## src/rtl/iris_spike_classifier_if.sv

```systemverilog
// Handshake bundle between the SNN timing controller / result consumer and
// the spike classifier output stage.
interface iris_spike_classifier_if #(
    parameter int NUM_CLASSES = 3,
    parameter int CNT_W       = 7,
    parameter int IDX_W       = 2
);
    logic                   sample_reset;
    logic                   count_enable;
    logic                   result_valid;
    logic [NUM_CLASSES-1:0] spike_in;
    logic                   class_ready;
    logic                   class_valid;
    logic [IDX_W-1:0]       class_out;
    logic                   class_tie;
    logic [CNT_W-1:0]       max_count;
    logic                   overrun;

    // Controller / consumer side
    modport master (
        output sample_reset, count_enable, result_valid, spike_in, class_ready,
        input  class_valid, class_out, class_tie, max_count, overrun
    );

    // Classifier side
    modport slave (
        input  sample_reset, count_enable, result_valid, spike_in, class_ready,
        output class_valid, class_out, class_tie, max_count, overrun
    );
endinterface

```

## src/rtl/iris_spike_classifier.sv

```systemverilog
// Iris spike classifier: per-class saturating spike counters, snapshot on
// result_valid, sequential argmax (one class per cycle, lowest index wins a
// tie) and a registered valid/ready result port with a sticky overrun flag.
module iris_spike_classifier #(
    parameter int NUM_CLASSES = 3,
    parameter int CNT_W       = 7,
    parameter int IDX_W       = 2
) (
    input  logic                     clk,
    input  logic                     reset,
    iris_spike_classifier_if.slave   bus
);

    typedef enum logic [1:0] {S_IDLE, S_SCAN, S_VALID} state_t;

    localparam logic [IDX_W-1:0] LAST_IDX = IDX_W'(NUM_CLASSES - 1);

    state_t           r_state;
    logic [CNT_W-1:0] r_cnt      [NUM_CLASSES];
    logic [CNT_W-1:0] r_snap     [NUM_CLASSES];
    logic [CNT_W-1:0] w_cnt_nxt  [NUM_CLASSES];
    logic [CNT_W-1:0] w_snap_nxt [NUM_CLASSES];
    logic [CNT_W-1:0] r_best;
    logic [IDX_W-1:0] r_best_idx;
    logic [IDX_W-1:0] r_idx;
    logic             r_tie;
    logic [CNT_W-1:0] w_cur;
    logic [CNT_W-1:0] w_cmp_best;
    logic [IDX_W-1:0] w_cmp_idx;
    logic             w_cmp_tie;

    logic             r_class_valid;
    logic [IDX_W-1:0] r_class_out;
    logic             r_class_tie;
    logic [CNT_W-1:0] r_max_count;
    logic             r_overrun;

    // Increment that sticks at all-ones instead of wrapping.
    function automatic logic [CNT_W-1:0] sat_inc(input logic [CNT_W-1:0] v);
        return (v == {CNT_W{1'b1}}) ? v : v + 1'b1;
    endfunction

    // Next counter values; the snapshot sees the same-cycle spike, or the
    // pre-clear value when sample_reset wipes the counters this cycle.
    always_comb begin
        for (int i = 0; i < NUM_CLASSES; i++) begin
            w_cnt_nxt[i] = r_cnt[i];
            if (bus.sample_reset)
                w_cnt_nxt[i] = '0;
            else if (bus.count_enable && bus.spike_in[i])
                w_cnt_nxt[i] = sat_inc(r_cnt[i]);
            w_snap_nxt[i] = bus.sample_reset ? r_cnt[i] : w_cnt_nxt[i];
        end
    end

    // One argmax step: compare the current snapshot entry against the best.
    always_comb begin
        w_cur      = r_snap[r_idx];
        w_cmp_best = r_best;
        w_cmp_idx  = r_best_idx;
        w_cmp_tie  = r_tie;
        if (w_cur > r_best) begin
            w_cmp_best = w_cur;
            w_cmp_idx  = r_idx;
            w_cmp_tie  = 1'b0;
        end else if (w_cur == r_best) begin
            w_cmp_tie  = 1'b1;
        end
    end

    // Spike counters run regardless of the FSM state.
    always_ff @(posedge clk) begin
        for (int i = 0; i < NUM_CLASSES; i++) begin
            if (reset) r_cnt[i] <= '0;
            else       r_cnt[i] <= w_cnt_nxt[i];
        end
    end

    // Snapshot, sequential argmax and result handshake.
    // Class 0 is taken as the initial best on the snapshot edge so that the
    // remaining classes finish in time for class_valid NUM_CLASSES cycles on.
    always_ff @(posedge clk) begin
        if (reset) begin
            r_state       <= S_IDLE;
            for (int i = 0; i < NUM_CLASSES; i++) r_snap[i] <= '0;
            r_best        <= '0;
            r_best_idx    <= '0;
            r_idx         <= '0;
            r_tie         <= 1'b0;
            r_class_valid <= 1'b0;
            r_class_out   <= '0;
            r_class_tie   <= 1'b0;
            r_max_count   <= '0;
            r_overrun     <= 1'b0;
        end else begin
            if (bus.result_valid && (r_state != S_IDLE))
                r_overrun <= 1'b1;
            case (r_state)
                S_IDLE: begin
                    if (bus.result_valid) begin
                        for (int i = 0; i < NUM_CLASSES; i++) r_snap[i] <= w_snap_nxt[i];
                        r_best     <= w_snap_nxt[0];
                        r_best_idx <= '0;
                        r_tie      <= 1'b0;
                        r_idx      <= IDX_W'(1);
                        r_state    <= S_SCAN;
                    end
                end
                S_SCAN: begin
                    r_best     <= w_cmp_best;
                    r_best_idx <= w_cmp_idx;
                    r_tie      <= w_cmp_tie;
                    r_idx      <= r_idx + 1'b1;
                    if (r_idx == LAST_IDX) begin
                        r_state       <= S_VALID;
                        r_class_valid <= 1'b1;
                        r_class_out   <= w_cmp_idx;
                        r_class_tie   <= w_cmp_tie;
                        r_max_count   <= w_cmp_best;
                    end
                end
                S_VALID: begin
                    if (bus.class_ready) begin
                        r_class_valid <= 1'b0;
                        r_state       <= S_IDLE;
                    end
                end
                default: r_state <= S_IDLE;
            endcase
        end
    end

    assign bus.class_valid = r_class_valid;
    assign bus.class_out   = r_class_out;
    assign bus.class_tie   = r_class_tie;
    assign bus.max_count   = r_max_count;
    assign bus.overrun     = r_overrun;

endmodule

```

## src/flat_wrapper.sv

```systemverilog
// flat-port wrapper written by rule: the top's interface ports become plain ports
module iris_spike_classifier_flat 
#(
    parameter int NUM_CLASSES = 3,
    parameter int CNT_W       = 7,
    parameter int IDX_W       = 2
)
  (clk, reset, bus_sample_reset, bus_count_enable, bus_result_valid, bus_spike_in, bus_class_ready, bus_class_valid, bus_class_out, bus_class_tie, bus_max_count, bus_overrun);
  iris_spike_classifier_if #(.NUM_CLASSES(NUM_CLASSES), .CNT_W(CNT_W), .IDX_W(IDX_W)) bus_i ();
  input  logic clk;
  input  logic reset;
  input wire logic [$bits(bus_i.sample_reset)-1:0] bus_sample_reset;
  input wire logic [$bits(bus_i.count_enable)-1:0] bus_count_enable;
  input wire logic [$bits(bus_i.result_valid)-1:0] bus_result_valid;
  input wire logic [$bits(bus_i.spike_in)-1:0] bus_spike_in;
  input wire logic [$bits(bus_i.class_ready)-1:0] bus_class_ready;
  output wire logic [$bits(bus_i.class_valid)-1:0] bus_class_valid;
  output wire logic [$bits(bus_i.class_out)-1:0] bus_class_out;
  output wire logic [$bits(bus_i.class_tie)-1:0] bus_class_tie;
  output wire logic [$bits(bus_i.max_count)-1:0] bus_max_count;
  output wire logic [$bits(bus_i.overrun)-1:0] bus_overrun;
  assign bus_i.sample_reset = bus_sample_reset;
  assign bus_i.count_enable = bus_count_enable;
  assign bus_i.result_valid = bus_result_valid;
  assign bus_i.spike_in = bus_spike_in;
  assign bus_i.class_ready = bus_class_ready;
  assign bus_class_valid = bus_i.class_valid;
  assign bus_class_out = bus_i.class_out;
  assign bus_class_tie = bus_i.class_tie;
  assign bus_max_count = bus_i.max_count;
  assign bus_overrun = bus_i.overrun;
  iris_spike_classifier #(.NUM_CLASSES(NUM_CLASSES), .CNT_W(CNT_W), .IDX_W(IDX_W)) u_core (.clk(clk), .reset(reset), .bus(bus_i));
endmodule
```

## config.mk

```make
export PLATFORM = sky130hd
export DESIGN_NAME = iris_spike_classifier_flat
export DESIGN_NICKNAME = d
export VERILOG_FILES = /design/src/rtl/iris_spike_classifier_if.sv /design/src/rtl/iris_spike_classifier.sv /design/src/flat_wrapper.sv
export SDC_FILE = /design/constraint.sdc
export NUM_CORES = 1
export LEC_CHECK = 0
export ABC_AREA = 1
export CORE_MARGIN = 4
export CORE_UTILIZATION = 45
export CTS_CLUSTER_DIAMETER = 150
export DETAILED_ROUTE_END_ITERATION = 16
export DONT_BUFFER_PORTS = 1
export PLACE_DENSITY = 0.61
export SYNTH_ARGS = -nofsm -noshare
export SYNTH_HDL_FRONTEND = slang
export SYNTH_SLANG_ARGS = --single-unit
```

## constraint.sdc

```tcl
create_clock -name clk -period 2.14 [get_ports clk]
set_input_delay 0.214 -clock clk [delete_from_list [all_inputs] [get_ports clk]]
set_output_delay 0.214 -clock clk [all_outputs]
set_load 0.02 [all_outputs]
```

## After elaboration in Yosys (flattened, before gate mapping)

Memory sizes are Yosys's and may differ from the RTL's. A register that Yosys moved wholly into a read port is not among the register bits.
Index checks and enable logic that the tools add are counted.

- Add/sub/neg operators: 4
- Order comparisons: 1
- Eq/ne operators: 10
- Muxes and demuxes: 45
- Bitwise gates (word level): 6
- Reduce and logical (&&, ||, !) cells: 12

Operators with widths:

| cell | number |
|---|---|
| $mux W7 | 20 |
| $add A7 B1 Y7 const B | 3 |
| $eq A7 B7 Y1 const B | 3 |
| $mux W2 | 7 |
| $pmux W7 S2 | 1 |
| $mux W1 | 12 |
| $pmux W2 S2 | 2 |
| $eq A7 B7 Y1 | 1 |
| $gt A7 B7 Y1 | 1 |
| $or A1 B1 Y1 | 6 |
| $pmux W2 S3 | 1 |
| $reduce_and A3 Y1 | 2 |
| $reduce_bool A2 Y1 | 3 |
| $eq A2 B2 Y1 const B | 2 |
| $logic_and A1 B1 Y1 | 4 |
| $ne A2 B2 Y1 const B | 2 |
| $pmux W1 S2 | 2 |
| $reduce_and A2 Y1 | 2 |
| $add A2 B1 Y2 const B | 1 |
| $eq A2 B1 Y1 const B | 1 |
| $logic_not A2 Y1 | 1 |
| $ne A2 B1 Y1 const B | 1 |

- Register bits: 26
- Memory bits (writable): 42
- Input port bits: 9
- Output and inout port bits: 12
- Word-level logic and storage cells: 90
- Memories kept: 2

Memory list:

| name | words | width | rd ports | clocked after Yosys merged registers in | wr ports | line | text |
|---|---|---|---|---|---|---|---|
| u_core.r_cnt | 3 | 7 | 3 | 0 | 3 | iris_spike_classifier.sv:19 | `logic [CNT_W-1:0] r_cnt [NUM_CLASSES];` |
| u_core.r_snap | 3 | 7 | 1 | 1 | 3 | iris_spike_classifier.sv:20 | `logic [CNT_W-1:0] r_snap [NUM_CLASSES];` |

## Depth between registers and ports, before layout

Gate-level depths: netlist (run 1).

- Depth after elaboration: 7
- Mapped depth: 17
- Gate-level depth less buffers: 16

## Worst setup path after synthesis (run 1)

No wires, ideal clock.

- Path kind: register to register
- Start point: reg (tool-made name)
- End point: reg u_core.r_best[0]
- Setup time: 112 ps
- Data arrival time: 1902 ps
- Required time: 2028 ps
- Setup slack: 125 ps
- Stages on the path, launching flop included: 16
- Buffers on the path: 1
- Clock period less this slack: 2015 ps
- Cell sequence: dfxtp_1 -> buf_4 -> inv_2 -> or2_1 -> o211ai_1 -> nand2_1 -> ha_1 -> nand2_2 -> nor2_4 -> nand4_4 -> nand2_2 -> nand2_1 -> nand3_1 -> nand2_1 -> nand2_1 -> nand2_1

RTL lines:

| item | line | text |
|---|---|---|
| end signal: assignment | iris_spike_classifier.sv:102 | `r_best <= w_snap_nxt[0];` |
| end signal: assignment | iris_spike_classifier.sv:110 | `r_best <= w_cmp_best;` |
| end: declaration | iris_spike_classifier.sv:23 | `logic [CNT_W-1:0] r_best;` |

==> impl_results.md, run 1 <==
- TritonCTS clock tree: built
- Die footprint: 9519 um^2
- Crit Path Max Fanout: 6
- CTS buffer count: 9
- Hold Path Depth: 3
- I/O pin count: 21
- First-pass GRT wire length: 13.41 mm
- WP data required: 2.44 ns
- Initial DRC count: 156
- N_diodes: 0
- RePlAce Congestion: 0.8890
- Sequential area share after synthesis: 44.64%
- Critical path endpoint category: flip-flop
- Cell Area, Placed: 3730 um^2
- Setup crit start kind: flip-flop
- CP arrival: 2.43 ns
- Path depth of the worst reg2reg path: 15
- Final setup vio count: 0
- Share of layout cells above drive strength 1: 17.43%
- Syn avg cell area: 7.632 um^2
- Vias in the first global route: 2899
- Vias/cell: 5.083
- Flops & latches, synth: 70
- Largest net degree at the start of global routing: 30
- Total power: 3.613 mW
- Pleak: 1.892 nW
- Worst Tran Pin Value: 0.9793 ns
- Crit path time final: 2.134 ns
- RR Endpoint: u_core.bus.class_out[1]
- Hold Path End: u_core.r_cnt[0][1]
- Worst slew margin: 34.50%
- Drt drc: 0
- Hold crit path type: in2reg
- Number of library cell types mapped by synthesis: 39
- Clock Latency Late Sink: 0.35 ns
- Area grow syn2layout: 17.82%
- CP Class: reg2reg
- Fin. max-slew vios: 0
- Synth warn: 0
- Slowest stage delay, CP: 0.36 ns
- Post-Syn Instances: 473
- RSZ-0062 raised after global routing: true
- Root Driver: clkbuf_8
- Setup Skew: 0.005759 ns
- Register area: 1615 um^2
- Metal3 WL: 352 um
- Core area: 7767 um^2
- Rows: 32
- Routed length on met1: 3.813 mm
- Overflow after GRT: 0
- Yosys top cell by area: dfxtp_1
- HP Start: bus_sample_reset
- Crit path cell chain: buf_4 -> nand2_1 -> nand3_1 -> o21ai_2 -> inv_1 -> ha_1 -> nand2_4 -> inv_1 -> a21oi_4 -> nand2_4 -> buf_6 -> nand3b_1 -> nand2_1 -> a21o_1 -> inv_1
- Max-Cap Viols: 0
- Final instance area: 4253 um^2
- Final nets: 514
- Clock Sink Count: 70
- Most common cell after layout, fill and taps aside: nand2_1
- F_max: 0.4686 GHz
- Final WL: 8.138 mm
- Clk slew on worst S/H paths: 0.07 ns
- Initial antenna violation count: 0
- Syn_nets: 493
- Die height: 97.57 um
- First-pass DRT Iterations: 4
- Max clock buf depth: 2
- Wire length on met2: 3.866 mm
- H-tree Lvls: 3
- PwrDens: 849.6 nW/um^2
- Flop2flop setup slack: 0.006 ns
- Die X: 97.57 um
- Most area-consuming cells after synthesis: dfxtp_1, edfxtp_1, nand2_1, inv_1, nand3_1
- Final worst-path cycle share: 99.71%
- Yosys top cell area share: 27.18%
- DR WL/cell: 13.54 um
- Footprint of the multi-input gates: 1779 um^2
- Synthesized area: 3610 um^2
- Top cell by count, worst path: inv_1
- All-Layer GR Usage: 17.40%
- Top Metal Used: met4
- Total number of vias: 3055
- Fill cell count: 738
- HPWL Detailed: 5.388 mm
- Post-route ant nets: 0
- Commonest cells after routing, fill and taps aside: nand2_1, inv_1, dfxtp_1
- VDD IR max: 0.3252 mV
- Final hold violations: 0
- Port-buffer cells: 0
- Critical path's slowest cell: dfxtp_4
- Status: finished, final reports clean
- Starting density of the core: 46.47%
[final cells by class]
type / instances / area share, %
multi-input cells: 311 / 41.84
flip-flops and latches: 70 / 37.98
inverters: 76 / 6.826
repair buffers: 26 / 5.355
well taps: 102 / 3.001
clock buffers: 9 / 2.913
clock inverters: 7 / 2.089
[sequential cells by signal (all words and copies together) (netlist names), named ones only]
| signal | cells |
|---|---|
| u_core.bus.class_valid | 1 |
| u_core.r_tie | 1 |
| u_core.bus.class_tie | 1 |
| u_core.r_best_idx | 2 |
| u_core.r_snap | 21 |
| u_core.bus.max_count | 7 |
| u_core.r_best | 7 |
| u_core.bus.class_out | 2 |
| u_core.r_state | 2 |
| u_core.r_cnt | 21 |
| u_core.bus.overrun | 1 |
| u_core.r_idx | 2 |
[through the flow]
step | setup WS, ns | util [%] | hold WS (ns) | cells | TNS [ns]
3_3_place_gp | -0.08990 | 48.02 | 0.2871 | 570 | -1.055
6_report | 0.006204 | 54.75 | 0.05714 | 601 | 0
4_1_cts | -0.0001943 | 52.19 | 0.05082 | 595 | -0.0001943
2_1_floorplan | 0.1254 | - | 0.3587 | 473 | 0
5_1_grt | -0.1634 | 54.75 | 0.06697 | 601 | -2.108
3_5_place_dp | -0.09762 | 48.02 | 0.2885 | 570 | -1.022
[cell families after synthesis]
kind of cell / share of synthesized area, %
compound gates: 14.70
xor+xnor: 0.9707
buf+inv: 10.40
flops: 44.64
fa+ha+maj: 3.813
simple gates: 25.48
[worst max-delay path: cells and delay by family, from the launching register on]
kind,cells,cell delay [ns]
flip-flops,1,0.36
AO/OA/AOI/OAI,3,0.39
adder cells (fa/ha/maj),1,0.31
AND/OR/NAND/NOR,6,0.56
buffers and inverters,5,0.45
[worst max path at each step]
stage	cells after the start	to	slack, ns
global placement	15	u_core.r_best[1]	-0.09
CTS	14	u_core.bus.class_out[1]	-0.0002
detailed placement	15	u_core.r_best[3]	-0.1
finish	15	u_core.bus.class_out[1]	0.006
floorplan	15	u_core.r_best[0]	0.13
global route	16	u_core.r_best[5]	-0.16
[metal layers]
| metal | up-vias | track usage, % |
|---|---|---|
| li1 | 1580 | - |
| met1 | 1406 | 22.16 |
| met2 | 60 | 28.47 |
| met3 | 9 | 4.379 |
| met4 | 0 | 6.390 |
| met5 | - | 0 |
[cells in the mapped netlist (all sizes together)]
| master | number |
|---|---|
| nand4 | 2 |
| inv | 76 |
| a21o | 8 |
| o21bai | 2 |
| ha | 11 |
| a211oi | 2 |
| nor3 | 4 |
| dfxtp | 49 |
| nor2 | 35 |
| o21a | 1 |
| a22oi | 1 |
| o21ai | 36 |
| nand3 | 38 |
| a21oi | 34 |
| o211ai | 6 |
| xnor2 | 2 |
| or2 | 2 |
| xor2 | 2 |
| o31ai | 1 |
| buf | 13 |
| clkbuf | 3 |
| nand2 | 121 |
| a21boi | 1 |
| nand3b | 2 |
| edfxtp | 21 |
[power by group]
| part | internal, mW | switching (mW) |
|---|---|---|
| Combinational | 0.389 | 0.578 |
| Clock | 0.648 | 0.513 |
| Sequential | 1.44 | 0.0492 |
[timing repair]
action,CTS,global route
setup endpoints to repair,18,21
hold buffers,7,0
cloned,0,1
setup buffers,2,5
resized for setup,10,37
endpoints found under the hold margin,27,0
pin swaps,2,18
Note: power is estimated with default switching activity, not from simulation.
==> run 2: changes to the inputs <==
--- a/config.mk
+++ b/config.mk
@@ -12,6 +12,7 @@
 export DETAILED_ROUTE_END_ITERATION = 16
 export DONT_BUFFER_PORTS = 1
 export PLACE_DENSITY = 0.61
+export SKIP_LAST_GASP = 1
 export SYNTH_ARGS = -nofsm -noshare
 export SYNTH_HDL_FRONTEND = slang
 export SYNTH_SLANG_ARGS = --single-unit
==> constraint.sdc (replaced) <==
create_clock -name clk -period 2.14 [get_ports clk]
set_input_delay 0.321 -clock clk [delete_from_list [all_inputs] [get_ports clk]]
set_output_delay 0.321 -clock clk [all_outputs]
set_load 0.02 [all_outputs]
==> impl_results.md, run 2 (same netlist as run 1, synthesis figures left out) <==
- Starting density of the core: 46.47% (unchanged)
- Final WL: 7.934 mm (-2.5%)
- Vias/cell: 5.100 (+0.33%)
- Initial antenna violation count: 0 (unchanged)
- Register area: 1615 um^2 (unchanged)
- H-tree Lvls: 3 (unchanged)
- Total number of vias: 3014 (-1.3%)
- Clock Latency Late Sink: 0.35 ns (about the same)
- RePlAce Congestion: 0.8890 (unchanged)
- Final setup margin: -0.03596 ns (-0.04217 ns)
- Most common cell after layout, fill and taps aside: nand2_1
- Final setup vio count: 6 (+6)
- Max clock buf depth: 2 (unchanged)
- Largest net degree at the start of global routing: 30 (unchanged)
- Drt drc: 0 (unchanged)
- Crit path buffers/inverters: 5 (unchanged)
- First-pass GRT wire length: 13.16 mm (-1.9%)
- Fin. max-slew vios: 0 (unchanged)
- Path depth of the worst reg2reg path: 15 (unchanged)
- Max-Cap Viols: 0 (unchanged)
- Fill cell count: 752 (+1.9%)
- Root Driver: clkbuf_8
- Footprint of the multi-input gates: 1782 um^2 (+0.14%)
- Post-route ant nets: 0 (unchanged)
- Core area: 7767 um^2 (unchanged)
- Critical path endpoint category: flip-flop
- Crit Path Max Fanout: 6 (unchanged)
- Port-buffer cells: 0 (unchanged)
- CP Class: reg2reg
- Final nets: 504 (-1.9%)
- Failing checks: negative setup slack
- Cell family with most CP delay: simple AND/OR/NAND/NOR gates
- Overflow after GRT: 0 (unchanged)
- First-pass DRT Iterations: 5 (+1)
- Slowest stage delay, CP: 0.36 ns (about the same)
- Worst Tran Pin Value: 0.5711 ns (-0.4081 ns)
- Setup crit start kind: flip-flop
- Final worst-path cycle share: 101.7% (+2.0 points)
- PwrDens: 863.3 nW/um^2 (+1.6%)
- Initial DRC count: 151 (-3.2%)
- CTS buffer count: 9 (unchanged)
- Clk slew on worst S/H paths: 0.07 ns (about the same)
- Top cell by count, worst path: inv_1
- Hold Path Depth: 1 (-2)
- Hold WS: 0.03059 ns (-0.02655 ns)
- All-Layer GR Usage: 17.09% (-0.32 points)
- F_max: 0.4596 GHz (-1.9%)
- Vias in the first global route: 2836 (-2.2%)
- HPWL Detailed: 5.388 mm (unchanged)
- Rows: 32 (unchanged)
- WP data required: 2.44 ns (about the same)
- RSZ-0062 raised after global routing: true
- Clock Sink Count: 70 (unchanged)
- VDD IR max: 0.3273 mV (+0.67%)
- Critical path depth: 15 (unchanged)
- Crit path time final: 2.176 ns (+0.04217 ns)
- I/O pin count: 21 (unchanged)
- CP arrival: 2.48 ns (+0.05 ns)
- Die height: 97.57 um (unchanged)
- Area grow syn2layout: 15.22%
- Pleak: 1.829 nW (-3.3%)
- Worst slew margin: 61.88% (+27 points)
- TritonCTS clock tree: built
- DR WL/cell: 13.42 um (-0.86%)
- Setup Skew: 0.006239 ns (+0.0004802 ns)
- Top Registers: u_core.r_cnt (21), u_core.r_snap (21)
- Hold-fix buffers, CTS: 0 (-7)
- Share of layout cells above drive strength 1: 17.18% (-0.26 points)
- Final hold violations: 0 (unchanged)
- Hold crit path type: in2reg
- Die X: 97.57 um (unchanged)
- Critical path's slowest cell: dfxtp_4
- N_diodes: 0 (unchanged)
- Crit path cell chain: buf_4 -> nand2_1 -> nand3_1 -> o21ai_2 -> inv_1 -> ha_1 -> nand2_4 -> inv_1 -> a21oi_4 -> nand2_4 -> buf_6 -> nand3b_1 -> nand2_1 -> a21o_1 -> inv_1
- Final core occ: 53.54% (-1.2 points)
- Die footprint: 9519 um^2 (unchanged)
- Commonest cells after routing, fill and taps aside: nand2_1, inv_1, dfxtp_1
- Status: finished with violations
==> run 2: worst register-to-register path: stages (launching register included) <==
cell and delay, ns:
dfxtp_4 0.36, buf_4 0.15, nand2_1 0.06, nand3_1 0.11, o21ai_2 0.10, inv_1 0.07, ha_1 0.31, nand2_4 0.09
inv_1 0.06, a21oi_4 0.16, nand2_4 0.12, buf_6 0.14, nand3b_1 0.13, nand2_1 0.07, a21o_1 0.15, inv_1 0.04
==> run 2: area by class of cell <==
class                   count  area share [%]
clock buffers               9           2.978
clock inverters             7           2.136
inverters                  76           6.980
multi-input cells         311           42.84
flip-flops and latches     70           38.84
well taps                 102           3.069
repair buffers             16           3.159
==> run 2: path summary, 6_finish.rpt <==
path	to	start	slack (ns)
worst min-delay path	u_core.bus.class_valid	reset	0.03
worst max register to register	u_core.bus.class_out[1]	flip-flop	-0.04
worst min register to register	u_core.r_best_idx[0]	u_core.r_best_idx[0]	0.47
worst max-delay path	u_core.bus.class_out[1]	flip-flop	-0.04
==> run 2: repair_timing <==
item                       in CTS  in global routing
buffers inserted                2                  3
pin swaps                       2                 17
resized for setup               9                 36
setup endpoints to repair      18                 20
==> run 2: metrics by stage <==
step / total power, mW / worst slack (ns) / setup TNS (ns) / cells / cell area [um^2]
6_report: 3.590 / -0.03596 / -0.09261 / 591 / 4159
2_1_floorplan: 2.063 / 0.1254 / 0 / 473 / 3610
3_5_place_dp: 2.216 / -0.09762 / -1.022 / 570 / 3730
4_1_cts: 3.424 / -0.005562 / -0.005562 / 588 / 3984
5_1_grt: 3.802 / -0.2028 / -2.706 / 591 / 4159
3_3_place_gp: 2.206 / -0.08990 / -1.055 / 570 / 3730
==> run 2: per-layer routing <==
layer | global-route usage, % | up-vias | share of wire [%]
li1 | - | 1557 | -
met1 | 21.54 | 1377 | 47
met2 | 27.89 | 63 | 47
met3 | 4.666 | 17 | 4.5
met4 | 6.390 | 0 | 2.0
met5 | 0 | - | 0
==> run 2: power by group <==
group	total [mW]	leakage, nW	switching, mW	internal, mW
combinational	0.946	1.10	0.572	0.373
sequential	1.49	0.627	0.0493	1.44
clock	1.16	0.104	0.511	0.648
total	3.59	1.83	1.13	2.46
